$ cat src/rtl/bf16_pkg.sv
// Shared bfloat16 definitions: word layout, operand classes and constants.
// Used by the multiplier pipeline now and by the adder rework later.
package bf16_pkg;

    localparam int EXP_W  = 8;
    localparam int MAN_W  = 7;
    localparam int WORD_W = 1 + EXP_W + MAN_W;

    localparam int                BF16_BIAS    = 127;
    localparam logic [WORD_W-1:0] BF16_QNAN    = 16'h7FC0;
    localparam logic [EXP_W-1:0]  BF16_EXP_MAX = 8'hFF;

    typedef struct packed {
        logic             sign;
        logic [EXP_W-1:0] exp;
        logic [MAN_W-1:0] man;
    } bf16_t;

    typedef enum logic [1:0] {ZERO, NORM, INF, NAN} bf16_class_e;

    // Subnormals are flushed, so any zero exponent counts as zero.
    function automatic bf16_class_e bf16_classify(input bf16_t x);
        if (x.exp == '0)
            return ZERO;
        else if (x.exp == BF16_EXP_MAX)
            return (x.man == '0) ? INF : NAN;
        else
            return NORM;
    endfunction

endpackage

$ cat src/rtl/bf16_mul_pipe_if.sv
// Valid/ready operand and result stream of the bf16 multiplier.
// master = the side feeding operands and consuming products; slave = multiplier.
interface bf16_mul_pipe_if;
    import bf16_pkg::*;

    logic              in_valid;
    logic              in_ready;
    logic [WORD_W-1:0] a;
    logic [WORD_W-1:0] b;
    logic              out_valid;
    logic              out_ready;
    logic [WORD_W-1:0] c;
    logic [2:0]        flags;

    modport master (
        output in_valid, a, b, out_ready,
        input  in_ready, out_valid, c, flags
    );

    modport slave (
        input  in_valid, a, b, out_ready,
        output in_ready, out_valid, c, flags
    );

endinterface

$ cat src/rtl/bf16_round_pack.sv
// Combinational normalize/round/pack of a raw 8x8 significand product.
// BF16_MUL_RNE_EN selects round-to-nearest-even; otherwise the result is truncated.
module bf16_round_pack
    import bf16_pkg::*;
(
    input  logic               sign,
    input  logic signed [9:0]  esum,
    input  logic [15:0]        p,
    output logic [WORD_W-1:0]  c,
    output logic               overflow,
    output logic               underflow
);

    logic [MAN_W-1:0] man_n;
    logic [MAN_W-1:0] man_r;
    logic signed [9:0] exp_n;
    logic signed [9:0] exp_r;

`ifdef BF16_MUL_RNE_EN
    logic       guard;
    logic       sticky;
    logic       round_up;
    logic [7:0] man_sum;
`endif

    // Pick the mantissa window depending on whether the product reached 2.0.
    always_comb begin
        man_n = p[13:7];
        exp_n = esum;
`ifdef BF16_MUL_RNE_EN
        guard  = p[6];
        sticky = |p[5:0];
`endif
        if (p[15]) begin
            man_n = p[14:8];
            exp_n = esum + 10'sd1;
`ifdef BF16_MUL_RNE_EN
            guard  = p[7];
            sticky = |p[6:0];
`endif
        end
    end

`ifdef BF16_MUL_RNE_EN
    // Round half to even; a carry out of the mantissa bumps the exponent.
    always_comb begin
        round_up = guard && (sticky || man_n[0]);
        man_sum  = {1'b0, man_n} + {7'b0, round_up};
        man_r    = man_sum[6:0];
        exp_r    = exp_n;
        if (man_sum[7]) begin
            man_r = '0;
            exp_r = exp_n + 10'sd1;
        end
    end
`else
    assign man_r = man_n;
    assign exp_r = exp_n;
`endif

    // Saturate to infinity or flush to zero when the exponent leaves the normal range.
    always_comb begin
        c         = {sign, exp_r[7:0], man_r};
        overflow  = 1'b0;
        underflow = 1'b0;
        if (exp_r >= 10'sd255) begin
            c        = {sign, BF16_EXP_MAX, 7'h00};
            overflow = 1'b1;
        end else if (exp_r <= 10'sd0) begin
            c         = {sign, 15'h0000};
            underflow = 1'b1;
        end
    end

endmodule

$ cat src/rtl/bf16_mul_pipe.sv
// Three-stage bfloat16 multiplier with a global valid/ready stall.
// Stages: unpack/classify, 8x8 multiply, normalize/round/pack into the output register.
// Rounding mode comes from BF16_MUL_RNE_EN (see bf16_round_pack).
module bf16_mul_pipe
    import bf16_pkg::*;
(
    input logic              clk,
    input logic              rst_n,
    bf16_mul_pipe_if.slave   bus
);

    localparam logic signed [9:0] ESUM_BIAS = 10'(BF16_BIAS);

    bf16_t op_a;
    bf16_t op_b;
    logic  adv;

    logic              v1;
    logic              sign1;
    bf16_class_e       cls_a1;
    bf16_class_e       cls_b1;
    logic signed [9:0] esum1;
    logic [7:0]        sig_a1;
    logic [7:0]        sig_b1;

    logic              v2;
    logic              sign2;
    bf16_class_e       cls_a2;
    bf16_class_e       cls_b2;
    logic signed [9:0] esum2;
    logic [15:0]       prod2;

    logic [WORD_W-1:0] rp_c;
    logic              rp_ovf;
    logic              rp_unf;
    logic              any_nan;
    logic              any_inf;
    logic              any_zero;
    logic [WORD_W-1:0] res_c;
    logic [2:0]        res_flags;

    logic              out_valid_q;
    logic [WORD_W-1:0] c_q;
    logic [2:0]        flags_q;

    assign op_a          = bus.a;
    assign op_b          = bus.b;
    assign adv           = !out_valid_q || bus.out_ready;
    assign bus.in_ready  = adv;
    assign bus.out_valid = out_valid_q;
    assign bus.c         = c_q;
    assign bus.flags     = flags_q;

    // Stage 1: register sign, operand classes, biased exponent sum and significands.
    always_ff @(posedge clk or negedge rst_n) begin
        if (!rst_n) begin
            v1     <= 1'b0;
            sign1  <= 1'b0;
            cls_a1 <= ZERO;
            cls_b1 <= ZERO;
            esum1  <= '0;
            sig_a1 <= '0;
            sig_b1 <= '0;
        end else if (adv) begin
            v1     <= bus.in_valid;
            sign1  <= op_a.sign ^ op_b.sign;
            cls_a1 <= bf16_classify(op_a);
            cls_b1 <= bf16_classify(op_b);
            esum1  <= $signed({2'b00, op_a.exp}) + $signed({2'b00, op_b.exp}) - ESUM_BIAS;
            sig_a1 <= {1'b1, op_a.man};
            sig_b1 <= {1'b1, op_b.man};
        end
    end

    // Stage 2: full significand product, with class/sign/exponent carried alongside.
    always_ff @(posedge clk or negedge rst_n) begin
        if (!rst_n) begin
            v2     <= 1'b0;
            sign2  <= 1'b0;
            cls_a2 <= ZERO;
            cls_b2 <= ZERO;
            esum2  <= '0;
            prod2  <= '0;
        end else if (adv) begin
            v2     <= v1;
            sign2  <= sign1;
            cls_a2 <= cls_a1;
            cls_b2 <= cls_b1;
            esum2  <= esum1;
            prod2  <= sig_a1 * sig_b1;
        end
    end

    bf16_round_pack u_round_pack (
        .sign      (sign2),
        .esum      (esum2),
        .p         (prod2),
        .c         (rp_c),
        .overflow  (rp_ovf),
        .underflow (rp_unf)
    );

    assign any_nan  = (cls_a2 == NAN)  || (cls_b2 == NAN);
    assign any_inf  = (cls_a2 == INF)  || (cls_b2 == INF);
    assign any_zero = (cls_a2 == ZERO) || (cls_b2 == ZERO);

    // Special operands override the arithmetic result and its range flags.
    always_comb begin
        res_c     = rp_c;
        res_flags = {1'b0, rp_ovf, rp_unf};
        if (any_nan || (any_inf && any_zero)) begin
            res_c     = BF16_QNAN;
            res_flags = 3'b100;
        end else if (any_inf) begin
            res_c     = {sign2, BF16_EXP_MAX, 7'h00};
            res_flags = 3'b000;
        end else if (any_zero) begin
            res_c     = {sign2, 15'h0000};
            res_flags = 3'b000;
        end
    end

    // Stage 3: output register, held while the consumer stalls; bubbles leave c untouched.
    always_ff @(posedge clk or negedge rst_n) begin
        if (!rst_n) begin
            out_valid_q <= 1'b0;
            c_q         <= '0;
            flags_q     <= '0;
        end else if (adv) begin
            out_valid_q <= v2;
            if (v2) begin
                c_q     <= res_c;
                flags_q <= res_flags;
            end
        end
    end

endmodule

$ cat src/flat_wrapper.sv
// flat-port wrapper written by rule: the top's interface ports become plain ports
module bf16_mul_pipe_flat import bf16_pkg::*;
  (clk, rst_n, bus_in_valid, bus_a, bus_b, bus_out_ready, bus_in_ready, bus_out_valid, bus_c, bus_flags);
  bf16_mul_pipe_if bus_i ();
  input logic clk;
  input logic rst_n;
  input wire logic [$bits(bus_i.in_valid)-1:0] bus_in_valid;
  input wire logic [$bits(bus_i.a)-1:0] bus_a;
  input wire logic [$bits(bus_i.b)-1:0] bus_b;
  input wire logic [$bits(bus_i.out_ready)-1:0] bus_out_ready;
  output wire logic [$bits(bus_i.in_ready)-1:0] bus_in_ready;
  output wire logic [$bits(bus_i.out_valid)-1:0] bus_out_valid;
  output wire logic [$bits(bus_i.c)-1:0] bus_c;
  output wire logic [$bits(bus_i.flags)-1:0] bus_flags;
  assign bus_i.in_valid = bus_in_valid;
  assign bus_i.a = bus_a;
  assign bus_i.b = bus_b;
  assign bus_i.out_ready = bus_out_ready;
  assign bus_in_ready = bus_i.in_ready;
  assign bus_out_valid = bus_i.out_valid;
  assign bus_c = bus_i.c;
  assign bus_flags = bus_i.flags;
  bf16_mul_pipe u_core (.clk(clk), .rst_n(rst_n), .bus(bus_i));
endmodule
$ cat config.mk
export PLATFORM = sky130hd
export DESIGN_NAME = bf16_mul_pipe_flat
export DESIGN_NICKNAME = d
export VERILOG_FILES = /design/src/rtl/bf16_pkg.sv /design/src/rtl/bf16_mul_pipe_if.sv /design/src/rtl/bf16_round_pack.sv /design/src/rtl/bf16_mul_pipe.sv /design/src/flat_wrapper.sv
export SDC_FILE = /design/constraint.sdc
export NUM_CORES = 1
export LEC_CHECK = 0
export BUFFER_PORTS_ARGS = -buffer_cell sky130_fd_sc_hd__buf_2
export CAP_MARGIN = 40
export CELL_PAD_IN_SITES_DETAIL_PLACEMENT = 0
export CELL_PAD_IN_SITES_GLOBAL_PLACEMENT = 1
export CORE_MARGIN = 2
export CORE_UTILIZATION = 46
export DETAILED_ROUTE_END_ITERATION = 7
export PLACE_DENSITY = 0.79
export SYNTH_ARGS = -nofsm -noshare
export SYNTH_HDL_FRONTEND = slang
export SYNTH_SLANG_ARGS = --single-unit
$ cat constraint.sdc
create_clock -name clk -period 5.8 [get_ports clk]
set_input_delay 0.29 -clock clk [delete_from_list [all_inputs] [get_ports clk]]
set_output_delay 0.29 -clock clk [all_outputs]
set_load 0.01 [all_outputs]
[Word level (Yosys, flattened, before mapping)]
Cells that the tools add are included.
Word-level totals
  flip-flop bits (word level): 84
  input port bits: 36
  output and inout bits: 21
Cells by class
  reduce and logical (&&, ||, !) cells: 14
  $mul: 1
  equal/unequal tests: 6
  order comparisons: 2
  multiplexer cells: 19
  add/subtract/negate cells: 3
  bitwise gates (word level): 1
Operators with widths (count)
  2-to-1 mux 15 bit: 4
  equality test 8 bit (second input constant): 2
  logical NOT 8 bit: 2
  multiplier 8 x 8 -> 16 bit: 1
  2-to-1 mux 16 bit: 1
  logical NOT 7 bit: 2
  adder 10 x 2 -> 10 bit (second input constant): 1
  greater-or-equal comparator 10 x 9 -> 1 bit (second input constant): 1
  <= comparator 10 x 1 -> 1 bit (second input constant): 1
  2-to-1 mux 10 bit: 1
  2-to-1 mux 2 bit: 5
  subtractor 10 x 8 -> 10 bit (second input constant): 1
  adder 8 x 8 -> 9 bit: 1
  equality test 2 bit (second input constant): 4
  2-to-1 mux 7 bit: 1
  2-to-1 mux 3 bit: 2
  logical OR 1 bit: 5
  2-to-1 mux 1 bit: 5
  logical NOT 2 bit: 2
  AND reduction 2 bit: 1
  logical AND 1 bit: 1
  logical NOT 1 bit: 1
  XOR 1 bit: 1

[Depth between registers and ports, before layout]
  depth after elaboration: 8
  gate-level depth with buffers: 17
  mapped depth without buffers: 16

[Modules after synthesis]
From an unflattened synthesis, not the netlist that was laid out.
Unflattened totals
  cells, all modules: 727
  area total of the unflattened synthesis: 6512.5 um^2
Modules (own cells, without submodules)
  bf16_mul_pipe: cells an instance 637, times used 1, area each 5798.1 um^2
  bf16_round_pack: cells an instance 90, times used 1, area each 714.4 um^2

[Worst setup path before layout]
No wires, ideal clock.
  path kind: register to register
  start: reg u_core.sig_b1[7]
  end: reg u_core.prod2[12]
  arrival time: 4.467 ns
  path buffers: 1
  path slack: 1.196 ns
  period minus slack after synthesis: 4.604 ns
  required time: 5.663 ns
  setup time: 0.137 ns
  stages on the path, launching flop included: 17
  cell sequence: dfrtp_1 > clkbuf_1 > nand2_1 > fa_1 > fa_1 > inv_1 > fa_1 > inv_1 > fa_1 > inv_1 > ha_1 > a211o_1 > a211o_1 > a21oi_1 > o21bai_1 > a2111oi_0 > nor3_1
On the way
  cells in the longest elaborated chain, start to end: 1
RTL lines
  from (decl): line bf16_mul_pipe.sv:24  | logic [7:0] sig_b1;
  from (signal assigned): line bf16_mul_pipe.sv:71  | sig_b1 <= {1'b1, op_b.man};
  multiplier 8 x 8 -> 16 bit: line bf16_mul_pipe.sv:90  | prod2 <= sig_a1 * sig_b1;
  to (signal assigned): line bf16_mul_pipe.sv:90
  to (decl): line bf16_mul_pipe.sv:31  | logic [15:0] prod2;
Every way passes these cells.
A chain may end at the register's enable or synchronous reset.

[Final worst setup path]
Same ends and word-level chain as after synthesis.

==> out/results.txt <==
status: completed
Starting Density: 0.467
CORE AREA: 12500 µm²
CP Class: flop to flop
Worst EP required: 6.01 ns
Avg Cell Area, Syn: 8.98 µm²
CTS root buffer: clkbuf_16
Distinct cells, synth: 57
Layout Nets: 809
Post-synth EDFFs: 0
initial antenna violation count: 0
setup violators final: 0
Leak: 3.23 nW
Tmin final: 4.80 ns
worst min path class: input port to flop
# DRC: 0
cell area after technology mapping: 5830 µm²
Slew Viols, Final: 0
RSZ-0062 raised after global routing: no
overall global routing resource usage: 0.185
Tightest Pin Transition: 0.779 ns
worst IR drop on VDD: 0.000309 V
post-CTS setup buffers: 0
power density over the cells: 594 nW/µm²
die height: 117 µm
grt ovf: 0
post-layout util: 0.527
WL/cell: 13.1 µm
Yosys top cell area share: 0.326
first-pass GRT wire length: 20100 µm
DIE WIDTH: 117 µm
Primary FF master, synth: dfrtp_1
Crit Path Max Fanout: 16
DRT antenna net count: 0
Core Rows: 41
total power draw: 3.90 mW
commonest cells after routing, fill and taps aside: 147 x nand2_1, 76 x dfrtp_1, 55 x buf_2
CTS buffer count: 9
CTS Buffer Depth: 2
# diodes: 0
most common cell after layout, fill and taps aside: nand2_1
Worst setup SP type: flop
max cap viols: 0
Setup crit end kind: flop
Syn Inst Count: 649
clk sink count: 76
ranking of synthesized cells by area: dfrtp_1 33%, fa_1 12%, nand2_1 9.5%, ha_1 9.2%, and2_1 4.9%
Yosys top cell by area: dfrtp_1
sequential share of the synthesized area: 0.326
vias per cell: 5.08
routability congestion estimate: 0.854
largest net degree at the start of global routing: 67
I/O Pins: 57
Net Count, Synth: 764
DR iter-0 viols: 207
FF+latch count, synth: 76
vias: 4429
Post-DP HPWL: 8890 µm
final setup TNS: 0 ns
Fin Clk Skew: 0.00773 ns
CTS tree: built
Clock Latency Late Sink: 0.34 ns
Yosys warning count: 0
Arr. time, crit path: 5.01 ns
asr flop ratio synth: 1.00
Pre-Repair DR Iteration Count: 4
die area: 13600 µm²
fmax: 208 MHz
Final Hold Viols: 0
crit share post-route: 0.828
IO buf count: 56
Max transition margin: 0.481
clk slew on worst S/H paths: 0.06 ns
Total Routed Length: 11400 µm
Max H-tree Level: 3
vias in the first global route: 4206
share of post-route cells with drive strength above 1: 0.127
area grow syn2layout: 12.8%
metrics by stage:
| stage | hold slack, ns | std cells | instance area, µm² | setup WS, ns |
|---|---|---|---|---|
| 2_1_floorplan | -0.00559 | 649 | 5830 | 1.20 |
| 6_report | 0.169 | 871 | 6570 | 0.996 |
| 4_1_cts | 0.156 | 871 | 6570 | 0.945 |
| 5_1_grt | 0.170 | 871 | 6570 | 0.593 |
| 3_3_place_gp | 0.457 | 853 | 6240 | 1.11 |
| 3_5_place_dp | 0.250 | 854 | 6270 | 0.950 |
logic make-up (layout without fill, tap and decap cells):
| kind of cell | after synthesis | after routing | synth area share |
|---|---|---|---|
| adder cells (fa/ha/maj) | 79 | 79 | 0.216 |
| buffers and inverters | 76 | 126 | 0.0503 |
| multiplexers | 9 | 9 | 0.0157 |
| flip-flops | 76 | 76 | 0.326 |
| AO/OA/AOI/OAI | 110 | 110 | 0.130 |
| AND/OR/NAND/NOR | 276 | 276 | 0.227 |
| XOR/XNOR | 23 | 23 | 0.0346 |
final cells by class:
type | instances | area (µm²)
Clock inverter | 7 | 67.6
Timing Repair Buffer | 60 | 335
Inverter | 50 | 188
Fill cell | 1191 | 5890
Tap cell | 172 | 215
Clock buffer | 9 | 225
Sequential cell | 76 | 1900
Multi-Input combinational cell | 497 | 3640
where the power goes:
| part | internal [mW] | switching (mW) |
|---|---|---|
| logic | 1.08 | 1.33 |
| registers | 0.734 | 0.212 |
| clock network | 0.330 | 0.216 |
| total | 2.15 | 1.76 |
state kept, by name (all words and copies together), names as in the netlist:
name	cells
u_core.cls_a2	2
u_core.v1	1
u_core.esum2	10
u_core.prod2	9
u_core.bus.flags	3
u_core.esum1	10
u_core.v2	1
u_core.cls_b1	2
u_core.sig_a1	7
u_core.sign1	1
u_core.sig_b1	8
u_core.cls_a1	2
u_core.sign2	1
u_core.bus.out_valid	1
u_core.bus.c	16
u_core.cls_b2	2
layer usage:
metal  GRT usage  up-vias  part of all wire
li1            -     2295                 -
met1       0.281     2048              0.53
met2       0.270       80              0.42
met3      0.0436        6             0.037
met4      0.0392        0            0.0073
met5           0        -                 0
cells in the mapped netlist, drive strengths merged, types with 3 or more instances:
master	count
o311ai	4
ha	43
a22o	6
a211oi	5
xnor2	14
a211o	4
a31oi	4
a21oi	24
nand2	148
o31ai	8
nand2b	5
nor3	9
mux2i	8
xor2	9
nand4	10
and3	3
or3	3
clkbuf	19
nor4	9
nor2	24
fa	36
nand3	6
o21a	5
o21ai	27
dfrtp	76
buf	7
a21o	7
and2	46
inv	49
or4	5
critical path, stage by stage, from the launching register on:
cell and delay [ns]:
dfrtp_1 0.59, nand2_1 0.14, fa_1 0.53, fa_1 0.55
inv_1 0.05, fa_1 0.52, inv_1 0.05, fa_1 0.52
inv_1 0.04, ha_1 0.21, a211o_1 0.23, a211o_1 0.32
a21oi_1 0.22, o21bai_1 0.12, a2111oi_0 0.45, nor3_1 0.12
repair_timing:
| action | CTS | global route |
|---|---|---|
| gates resized for setup | 0 | 0 |
| hold buffers | 1 | 0 |
| endpoints found under the hold margin | 29 | 0 |
| endpoints found under the setup margin | 0 | 0 |
final timing paths:
kind / from / to / slack (ns) / depth (start not counted)
max: u_core.sig_b1[7]$_DFFE_PN0N_ / u_core.prod2[12]$_DFFE_PN0N_ / 1.0 / 15
min: bus_in_valid / u_core.v1$_DFFE_PN0N_ / 0.17 / 3
max reg2reg: u_core.sig_b1[7]$_DFFE_PN0N_ / u_core.prod2[12]$_DFFE_PN0N_ / 1.0 / 15
min reg2reg: u_core.esum1[5]$_DFFE_PN0N_ / u_core.esum2[5]$_DFFE_PN0N_ / 0.47 / 2
max in group asynchronous: rst_n / u_core.sig_a1[3]$_DFFE_PN0N_ / 4.83 / 3
min in group asynchronous: rst_n / u_core.bus.c[12]$_DFFE_PN0P_ / 0.42 / 2
Power figures use the tool's default switching activity.
